File: config.mk
export PLATFORM = sky130hd
export DESIGN_NAME = pipe_stage_skid
export DESIGN_NICKNAME = d
export VERILOG_FILES = /design/src/rtl/pipe_stage_skid_pkg.sv /design/src/rtl/pipe_stage_skid_sat_counter.sv /design/src/rtl/pipe_stage_skid.sv
export SDC_FILE = /design/constraint.sdc
export NUM_CORES = 1
export LEC_CHECK = 0
export CAP_MARGIN = 0
export CELL_PAD_IN_SITES_DETAIL_PLACEMENT = 0
export CELL_PAD_IN_SITES_GLOBAL_PLACEMENT = 1
export CORE_UTILIZATION = 37
export DETAILED_ROUTE_END_ITERATION = 7
export PLACE_DENSITY = 0.82
export REMOVE_ABC_BUFFERS = 1
export SLEW_MARGIN = 40
export SYNTH_ARGS = -nofsm -noshare
export SYNTH_HDL_FRONTEND = slang
export SYNTH_HIERARCHICAL = 1
export SYNTH_SLANG_ARGS = --single-unit
File: constraint.sdc
create_clock -name CLK -period 2.4 [get_ports CLK]
set_clock_uncertainty 0.15 [all_clocks]
set_input_delay 0.72 -clock CLK [delete_from_list [all_inputs] [get_ports CLK]]
set_output_delay 0.72 -clock CLK [all_outputs]
set_load 0.05 [all_outputs]
File: src/rtl/pipe_stage_skid_pkg.sv
// Shared types for the generic pipeline stage register: FSM state encoding
// and the default perf counter width.
package pipe_stage_skid_pkg;

  typedef enum logic [1:0] {
    PS_EMPTY = 2'd0,
    PS_ONE   = 2'd1,
    PS_TWO   = 2'd2
  } pstage_t;

  localparam int PERF_CNTW = 16;

endpackage

File: src/rtl/pipe_stage_skid_sat_counter.sv
// Saturating up-counter for perf events; a clear beats an increment in the
// same cycle and the count sticks at all-ones instead of wrapping.
module sat_counter #(
  parameter int W = 16
) (
  input  logic         CLK,
  input  logic         nRST,
  input  logic         inc,
  input  logic         clr,
  output logic [W-1:0] q
);

  logic [W-1:0] cnt_q, cnt_d;

  always_comb begin
    cnt_d = cnt_q;
    if (clr) begin
      cnt_d = '0;
    end else if (inc && (cnt_q != {W{1'b1}})) begin
      cnt_d = cnt_q + 1'b1;
    end
  end

  always_ff @(posedge CLK or negedge nRST) begin
    if (!nRST) begin
      cnt_q <= '0;
    end else begin
      cnt_q <= cnt_d;
    end
  end

  assign q = cnt_q;

endmodule

File: src/rtl/pipe_stage_skid.sv
// Generic valid/ready pipeline stage with stall, flush, optional 2-entry skid
// buffer (registered in_ready) and saturating stall/flush event counters.
module pipe_stage_skid
  import pipe_stage_skid_pkg::*;
#(
  parameter int DW   = 128,
  parameter bit SKID = 1'b1,
  parameter int CNTW = PERF_CNTW
) (
  input  logic            CLK,
  input  logic            nRST,
  input  logic            in_valid,
  output logic            in_ready,
  input  logic [DW-1:0]   in_data,
  output logic            out_valid,
  input  logic            out_ready,
  output logic [DW-1:0]   out_data,
  input  logic            stall,
  input  logic            flush,
  input  logic            cnt_clr,
  output logic [CNTW-1:0] stall_cnt,
  output logic [CNTW-1:0] flush_cnt
);

  pstage_t       state_q, state_d;
  logic [DW-1:0] main_q, main_d;
  logic [DW-1:0] skid_q, skid_d;
  logic          main_v_q, main_v_d;
  logic          skid_v_q, skid_v_d;
  logic          in_ready_c;
  logic          in_fire;
  logic          out_fire;
  logic          stall_inc;
  logic          flush_inc;

  // With the skid buffer, in_ready depends only on flops and the hazard
  // inputs, never on out_ready.
  always_comb begin
    if (SKID) begin
      in_ready_c = ~skid_v_q & ~stall & ~flush;
    end else begin
      in_ready_c = (~main_v_q | out_ready) & ~stall & ~flush;
    end
  end

  assign out_fire = main_v_q & out_ready & ~stall;
  assign in_fire  = in_valid & in_ready_c;

  always_comb begin
    state_d  = state_q;
    main_d   = main_q;
    main_v_d = main_v_q;
    skid_d   = skid_q;
    skid_v_d = skid_v_q;
    if (flush) begin
      state_d  = PS_EMPTY;
      main_v_d = 1'b0;
      skid_v_d = 1'b0;
    end else begin
      case (state_q)
        PS_EMPTY: begin
          if (in_fire) begin
            state_d  = PS_ONE;
            main_d   = in_data;
            main_v_d = 1'b1;
          end
        end
        PS_ONE: begin
          if (in_fire && out_fire) begin
            main_d = in_data;
          end else if (in_fire && SKID) begin
            state_d  = PS_TWO;
            skid_d   = in_data;
            skid_v_d = 1'b1;
          end else if (out_fire) begin
            state_d  = PS_EMPTY;
            main_v_d = 1'b0;
          end
        end
        PS_TWO: begin
          if (out_fire) begin
            state_d  = PS_ONE;
            main_d   = skid_q;
            skid_v_d = 1'b0;
          end
        end
        default: begin
          state_d  = PS_EMPTY;
          main_v_d = 1'b0;
          skid_v_d = 1'b0;
        end
      endcase
    end
  end

  // In the SKID=0 build skid_d never leaves its reset value, so the skid
  // flops are constant and drop out of the netlist.
  always_ff @(posedge CLK or negedge nRST) begin
    if (!nRST) begin
      state_q  <= PS_EMPTY;
      main_q   <= '0;
      main_v_q <= 1'b0;
      skid_q   <= '0;
      skid_v_q <= 1'b0;
    end else begin
      state_q  <= state_d;
      main_q   <= main_d;
      main_v_q <= main_v_d;
      skid_q   <= skid_d;
      skid_v_q <= skid_v_d;
    end
  end

  assign in_ready  = in_ready_c;
  assign out_valid = main_v_q;
  assign out_data  = main_q;

  assign stall_inc = main_v_q & ~out_fire & ~flush;
  assign flush_inc = flush & (main_v_q | skid_v_q);

  sat_counter #(.W(CNTW)) u_stall_cnt (
    .CLK  (CLK),
    .nRST (nRST),
    .inc  (stall_inc),
    .clr  (cnt_clr),
    .q    (stall_cnt)
  );

  sat_counter #(.W(CNTW)) u_flush_cnt (
    .CLK  (CLK),
    .nRST (nRST),
    .inc  (flush_inc),
    .clr  (cnt_clr),
    .q    (flush_cnt)
  );

endmodule

### After elaboration in Yosys (flattened, before gate mapping)

Cells that the tools add are included.

* add/sub/neg operators: 2
* eq/ne operators: 16
* mux-type cells: 24
* bitwise operators: 14
* reductions and logical operators: 12

Operator list (number)
* 2-to-1 mux 128 bit: 3
* one-hot mux 128 bit (3 select lines): 1
* 2-to-1 mux 16 bit: 4
* adder 16 x 1 -> 16 bit, second input constant: 2
* inequality test 16 bit, second input constant: 2
* inequality test 3 bit, second input constant: 6
* 2-to-1 mux 2 bit: 6
* AND reduction 4 bit: 3
* inequality test 2 bit, second input constant: 5
* AND reduction 5 bit: 2
* AND 1 bit: 8
* 2-to-1 mux 1 bit: 7
* one-hot mux 1 bit (3 select lines): 2
* one-hot mux 2 bit (3 select lines): 1
* NOT 1 bit: 5
* inequality test 4 bit, second input constant: 1
* nonzero test 2 bit: 2
* logical AND 1 bit: 3
* nonzero test 3 bit: 1
* equality test 2 x 1 -> 1 bit, second input constant: 1
* equality test 2 bit, second input constant: 1
* logical NOT 2 bit: 1
* OR 1 bit: 1

* register bits: 292
* input port bits: 135
* output and inout port bits: 162
* logic and storage cells: 75

### Logic depth before layout (Yosys ltp)

Gate-level depths: netlist of the first run.

* depth after elaboration: 8
* mapped depth: 7
* mapped depth without buffers: 5

### Hierarchy

Netlist of the first run, hierarchy kept.

By module, submodules not included
* pipe_stage_skid: times used 1, cells each 1065, area each 12306.8 um^2, sequential area each 6506.2 um^2
* sat_counter: times used 2, cells each 98, area each 942.2 um^2, sequential area each 400.4 um^2

### Worst setup path after synthesis of the first run

OpenSTA, ideal clock, no wires.

* kind: input to output
* from: input port flush
* to: output port in_ready
* arrival time: 1.972 ns
* required time: 1.530 ns
* setup slack: -0.442 ns
* cell stages on the path: 2
* buffers on the path: 1
* cell sequence: buf_4 -> nor3_1

* word-level cells in the longest chain between the ends: 2

RTL lines
* start: declaration: line pipe_stage_skid.sv:19 `input logic flush,`
* NOT 1 bit (no source line)
* AND 1 bit: line pipe_stage_skid.sv:40 `in_ready_c = ~skid_v_q & ~stall & ~flush;`
* end: declaration: line pipe_stage_skid.sv:13 `output logic in_ready,`

No other way between the ends.

### Worst setup path in the final report of the first run

* from: input port in_valid
* to: register main_q[27], in the netlist out_data[27]

* word-level cells in the longest chain between the ends: 4
* elaborated cells on any way between the ends: 5
* those cells by class: 2 x eq/ne; 1 x bitwise; 2 x reduce/logical

RTL lines
* start: declaration: line pipe_stage_skid.sv:12 `input logic in_valid,`
* AND 1 bit (*): line pipe_stage_skid.sv:47 `assign in_fire = in_valid & in_ready_c;`
* logical AND 1 bit: line pipe_stage_skid.sv:69 `if (in_fire && out_fire) begin`
* inequality test 2 bit (no source line)
* AND reduction 5 bit (no source line) (*)
* end signal: assignment: line pipe_stage_skid.sv:107 `main_q <= main_d;`
* end: declaration: line pipe_stage_skid.sv:26 `logic [DW-1:0] main_q, main_d;`

Mark *: on every way between the ends. The rest lies on a longest branch, timed or not.
A chain may end at the register's enable or synchronous reset.

==> results of run 1 <==
-- state kept, by name, indices dropped and copies added (netlist names) --
| name | count |
|---|---|
| u_flush_cnt/q | 16 |
| out_data | 128 |
| skid_q | 128 |
| skid_v_q | 1 |
| u_stall_cnt/q | 16 |
| out_valid | 1 |
| state_q | 2 |
-- worst max path at each step --
stage / start / end
5_1_grt: flush / in_ready
2_1_floorplan: flush / out_data[0]$_DFFE_PN0P_
4_1_cts: skid_v_q$_DFFE_PN0P_ / in_ready
6_report: in_valid / out_data[27]$_DFFE_PN0P_
3_3_place_gp: flush / skid_q[103]$_DFFE_PN0P_
3_5_place_dp: flush / skid_q[42]$_DFFE_PN0P_
-- per-layer routing --
layer / track usage / up-vias / wire length [um]
li1: - / 5559 / -
met1: 0.290 / 6232 / 18900
met2: 0.375 / 408 / 21600
met3: 0.0492 / 83 / 2930
met4: 0.0945 / 0 / 1500
met5: 0 / - / 0
-- per-stage QoR --
stage	area [um^2]	hold slack, ps	utilization	std cells
CTS	19200	359	0.510	2089
finish	19200	357	0.511	2091
global placement	18000	340	0.477	2019
global route	19200	363	0.511	2091
detailed placement	18000	346	0.477	2019
floorplan	13500	274	-	1121
-- where the power goes --
group          switching, mW  internal (mW)
sequential             0.496           5.69
combinational           2.18           1.52
clock                   2.13           3.09
-- final cells by class --
| cell class | instances | area, um^2 | area share |
|---|---|---|---|
| Inverter | 8 | 30.0 | 0.00156 |
| Multi-Input combinational cell | 821 | 6180 | 0.321 |
| Timing Repair Buffer | 397 | 3960 | 0.206 |
| Clock buffer | 51 | 1030 | 0.0535 |
| Clock inverter | 10 | 90.1 | 0.00468 |
| Antenna cell | 1 | 2.50 | 0.000130 |
| Sequential cell | 292 | 7310 | 0.380 |
| Tap cell | 511 | 639 | 0.0332 |
-- what timing repair did --
item,CTS,global route
gates cloned,4,0
endpoints found under the hold margin,31,0
setup endpoints to repair,158,31
pin swaps,2,1
gates resized for setup,50,7
buffers inserted,4,1
hold buffers,1,0
-- logic make-up (layout without fill, tap and decap cells) --
kind of cell,Yosys count,count (layout),synth area share
AO/OA/AOI/OAI,313,313,0.190
adder cells (fa/ha/maj),2,2,0.00176
buffers and inverters,148,466,0.0529
flip-flops,292,292,0.515
multiplexers,136,136,0.108
other,0,1,0
AND/OR/NAND/NOR,370,370,0.133
-- cell usage in the layout, fill, tap and decap left out, types with 4 or more instances in the layout --
| master | count |
|---|---|
| nand2_1 | 14 |
| o31ai_1 | 14 |
| nor2_1 | 137 |
| nor4_1 | 7 |
| mux2_1 | 8 |
| nand3_1 | 7 |
| nor2b_1 | 8 |
| and3_1 | 5 |
| and4_2 | 4 |
| buf_12 | 39 |
| dfrtp_1 | 292 |
| or4_2 | 4 |
| clkinv_2 | 4 |
| o32ai_1 | 128 |
| a21oi_1 | 23 |
| clkbuf_16 | 37 |
| a221oi_1 | 115 |
| o21ai_1 | 6 |
| mux2_2 | 128 |
| nand4_1 | 12 |
| clkbuf_1 | 9 |
| a221oi_2 | 13 |
| clkdlybuf4s50_1 | 130 |
| or3_1 | 4 |
| dlygate4sd2_1 | 40 |
| or4_1 | 10 |
| buf_16 | 4 |
| clkbuf_8 | 5 |
| nor3_1 | 133 |
| buf_4 | 175 |
| inv_1 | 7 |
==> results.cfg, run 1 <==
[synthesis]
yosysTopAreaCellShare = 0.515
synth_top_area_cell = dfrtp_1
ys_async_sr_fraction = 1.00
mappedNetlistArea_mm2 = 0.0142
synthMostInstantiatedCell = dfrtp_1
yosysWarnings = 6
yosys-top-cells-area = dfrtp_1 51%, mux2_2 10%, o32ai_1 7.9%
seq_area_frac_synth = 0.515
yosys_register_bits = 292
synth-edff-count = 0
synth_common_cells = 292 x dfrtp_1, 137 x nor2_1, 135 x nor3_1, 128 x mux2_2, 128 x o32ai_1
synth_ff_type = dfrtp_1
synth.distinct_cells = 52
synth.avg_cell_area_um2 = 11.3
synthCells = 1261

[setup_path]
crit_slowest_cell = clkdlybuf4s50_1
cp_num_buf_inv = 2
reg2reg_depth = 8
r2r-start = skid_v_q$_DFFE_PN0P_
crit_path_end_kind = flip-flop
cp_num_cells = 5
critical_path.startpoint_type = input pin
cp.arrival_ps = 2680
crit_required_ps = 2670
critPathMaxStageDelay_ps = 550
criticalPathCategory = input pin to flip-flop
crit_chain = clkdlybuf4s50_1 > or3b_4 > or2_4 > buf_12 > a221oi_1
critPathTopFamily = simple AND/OR/NAND/NOR gates
r2r_end = skid_q[42]$_DFFE_PN0P_
cp_max_fo = 62
r2r_slack_ps = 100

[min_path]
hold_class = flip-flop to flip-flop
min_to = skid_q[116]$_DFFE_PN0P_
hold_start = skid_q[116]$_DFFE_PN0P_
holdPathStages = 1

[floorplan]
num_rows = 71
ios = 297
coreArea_mm2 = 0.0377
initial_core_util = 0.377
die-area_mm2 = 0.0391
die_h_um = 198
fp.dieW_um = 198

[timing]
hold_viol_final = 0
worstMarginPinSlew_ps = 656
fmax_ghz = 0.415
finalSetupViolCount = 1
finalCriticalPeriod_ps = 2410
relSlewSlack = 0.560
layout_setup_ws_ps = -11.5
slew_viol_final = 0
rsz0062_at_grt = no
period_share = 1.00
fin_setup_tns_ps = -11.5

[global_routing]
grt_max_degree = 77
antenna_found_initial = 1
grtUsageTotal = 0.228
grt_pass1_vias = 12500
grt_overflow = 0
grt_pass1_wl_um = 70300

[clocking]
cts_buffer_depth = 3
cts_tree = yes
cts_buffers = 36
clkLatencyLatePin_ps = 530
cts_num_sinks = 292
cts_root_buf = clkbuf_16
htreeDepth = 2
clkTransAtPathRegs_ps = 60

[route]
drt-vias-per-instance = 5.87
drt_pre_antenna_iters = 5
first_iter_violations = 669
vias = 12300
wire_per_inst_um = 21.5
routed_wl_um = 44900
route.antenna.remaining_nets = 0
drcViolationCount = 0

[cells_and_area]
fin_nets = 1693
num-fill-cells = 3419
drive_gt1_frac = 0.282
syn2layout_area_growth_pct = 35.5

[run]
drv_cap = 0

[power_and_ir_drop]
p_leak_nw = 8.39
power_density_mw_per_mm2 = 785
power_mw = 15.1
vdd_drop_max_mv = 0.458

[outcome]
violations = setup timing
outcome = finished, violations left

[placement]
gp_congestion = 0.852
dp_hpwl_um = 28300
port_buffers = 296
dp_slack_ps = -649
Note: power is estimated with default switching activity, not from simulation.
==> run 2: changes to the inputs <==
--- a/config.mk
+++ b/config.mk
@@ -8,9 +8,10 @@
 export CAP_MARGIN = 0
 export CELL_PAD_IN_SITES_DETAIL_PLACEMENT = 0
 export CELL_PAD_IN_SITES_GLOBAL_PLACEMENT = 1
-export CORE_UTILIZATION = 37
+export CORE_UTILIZATION = 41
+export CTS_CLUSTER_DIAMETER = 150
 export DETAILED_ROUTE_END_ITERATION = 7
-export PLACE_DENSITY = 0.82
+export PLACE_DENSITY = 0.85
 export REMOVE_ABC_BUFFERS = 1
 export SLEW_MARGIN = 40
 export SYNTH_ARGS = -nofsm -noshare
==> constraint.sdc (replaced) <==
create_clock -name CLK -period 2.6 [get_ports CLK]
set_clock_uncertainty 0.15 [all_clocks]
set_input_delay 0.78 -clock CLK [delete_from_list [all_inputs] [get_ports CLK]]
set_output_delay 0.78 -clock CLK [all_outputs]
set_load 0.05 [all_outputs]
==> run 2 against run 1 <==
  * The run now ends clean
  * Clock power is 4.0% lower
  * Wire length fell by 2.4%
  * Via count up 0.93%
  * Clock-buffer cell count down 4
  * Setup slack improved by 95 ps
  * Utilization is 5.7 points higher
  * Final cell count down 3.1%
  * Sequential power shrank 7.3%
  * Largest cell class unchanged
  * First-iteration DRC count grew 52%
  * Largest power group unchanged
==> results.cfg, run 2 (synthesis results as in run 1) <==
[outcome]
outcome = finished, final reports clean

[clocking]
htreeDepth = 2
cts_buffer_depth = 3
cts_num_sinks = 292
postCtsSetupRepairBufs = 0
clkTransAtPathRegs_ps = 50
clkLatencyLatePin_ps = 510
cts_buffers = 34
cts_tree = yes
cts_root_buf = clkbuf_16

[setup_path]
cp.arrival_ps = 1590
cp_num_cells = 5
cp_max_fo = 11
critPathMaxStageDelay_ps = 280
crit_slowest_cell = dlygate4sd2_1
reg2reg_depth = 5
crit_path_end_kind = primary output
critical_path.startpoint_type = input pin
critPathTopFamily = buffers and inverters
crit_required_ps = 1670
crit_chain = dlygate4sd2_1 > buf_6 > nor3_4 > buf_6 > buf_12
criticalPathCategory = input pin to primary output
cp_common_cell = buf_6
cp_num_buf_inv = 4

[min_path]
holdPathStages = 1
hold_class = flip-flop to flip-flop

[placement]
dp_hpwl_um = 27900
port_buffers = 296
placed_cells = 1966
gp_congestion = 0.841
place_area_mm2 = 0.0181

[route]
first_iter_violations = 1019
drcViolationCount = 0
route.antenna.remaining_nets = 0
drt-vias-per-instance = 6.12
vias = 12400
wire_per_inst_um = 21.6
drt_pre_antenna_iters = 5
routed_wl_um = 43900

[cells_and_area]
drive_gt1_frac = 0.222
fin_nets = 1692
syn2layout_area_growth_pct = 35.2
final_common_cell = dfrtp_1
finish.instance_area_mm2 = 0.0192
stdcell_count = 2027
layout_common_cells = 292 x dfrtp_1, 141 x dlygate4sd2_1, 137 x nor2_1

[timing]
fmax_ghz = 0.397
period_share = 0.968
relSlewSlack = 0.490
finalSetupViolCount = 0
rsz0062_at_grt = no
worstMarginPinSlew_ps = 760
hold_viol_final = 0
finalCriticalPeriod_ps = 2520
slew_viol_final = 0

[global_routing]
grt_pass1_vias = 12600
grt_pass1_wl_um = 70700
antenna_found_initial = 1
grt_overflow = 0
grt_max_degree = 75
grtUsageTotal = 0.246

[floorplan]
coreArea_mm2 = 0.0338
die_h_um = 188
initial_core_util = 0.420
ios = 297
num_rows = 67
die-area_mm2 = 0.0354
fp.dieW_um = 188

[run]
drv_cap = 0

[power_and_ir_drop]
power_density_mw_per_mm2 = 735
vdd_drop_max_mv = 0.437
p_leak_nw = 8.62
-- run 2: cell count changes in the layout (fill, tap and decap cells not counted), sizes merged --
cell	previous run	this run
buf	222	124
bufinv	1	5
clkbuf	51	47
clkdlybuf4s15	3	0
clkdlybuf4s50	130	131
clkinv	4	5
clkinvlp	3	0
dlygate4sd2	40	141
-- run 2: repair_timing --
item                                    CTS  global route
resized for setup                       142            10
hold buffers                              1             0
gates cloned                              0             0
pin swaps                                 0             1
endpoints found under the setup margin  141            10
endpoints found under the hold margin    20             0
-- run 2: final cells by class --
cell class	instances	area [um^2]
clock inverters	12	193
diodes	1	2.50
well taps	448	561
fillers	2906	14600
flip-flops and latches	292	7310
multi-input cells	821	6210
repair buffers	398	3920
inverters	8	30.0
clock buffers	47	961
-- run 2: per-layer routing --
metal	part of all wire	vias to the layer above	global-route usage
met1	0.44	6323	0.340
met3	0.075	61	0.0591
met4	0.023	2	0.0666
met5	0.00030	-	0
met2	0.46	456	0.385
li1	-	5554	-
-- run 2: report_power, final --
group	internal (mW)	switching [mW]	total, mW
Combinational	1.36	2.00	3.36
Clock	3.08	1.92	5.01
Sequential	5.25	0.479	5.73
Total	9.69	4.40	14.1
-- run 2: worst paths after layout --
| kind | startpoint | to | slack (ps) |
|---|---|---|---|
| worst max-delay path | flush | in_ready | 80 |
| worst min-delay path | skid_q[43]$_DFFE_PN0P_ | skid_q[43]$_DFFE_PN0P_ | 360 |
| worst max register to register | u_flush_cnt/q[0]$_DFFE_PN0P_ | u_flush_cnt/q[15]$_DFFE_PN0P_ | 280 |
| worst min register to register | skid_q[43]$_DFFE_PN0P_ | skid_q[43]$_DFFE_PN0P_ | 360 |
| max in group asynchronous | nRST | skid_q[22]$_DFFE_PN0P_ | 1020 |
| min in group asynchronous | nRST | out_data[120]$_DFFE_PN0P_ | 580 |
-- run 2: per-stage QoR --
| step | setup slack (ps) | total power, mW | utilization | setup TNS (ps) | hold WS, ps |
|---|---|---|---|---|---|
| finish | 83.2 | 14.1 | 0.568 | 0 | 358 |
| floorplan | -7160 | 7.85 | - | -1365220 | 332 |
| detailed placement | -505 | 9.29 | 0.537 | -117740 | 346 |
| CTS | -58.8 | 14.2 | 0.566 | -58.8 | 359 |
| global route | 51.3 | 14.7 | 0.568 | 0 | 368 |
| global placement | -468 | 9.18 | 0.537 | -107220 | 340 |
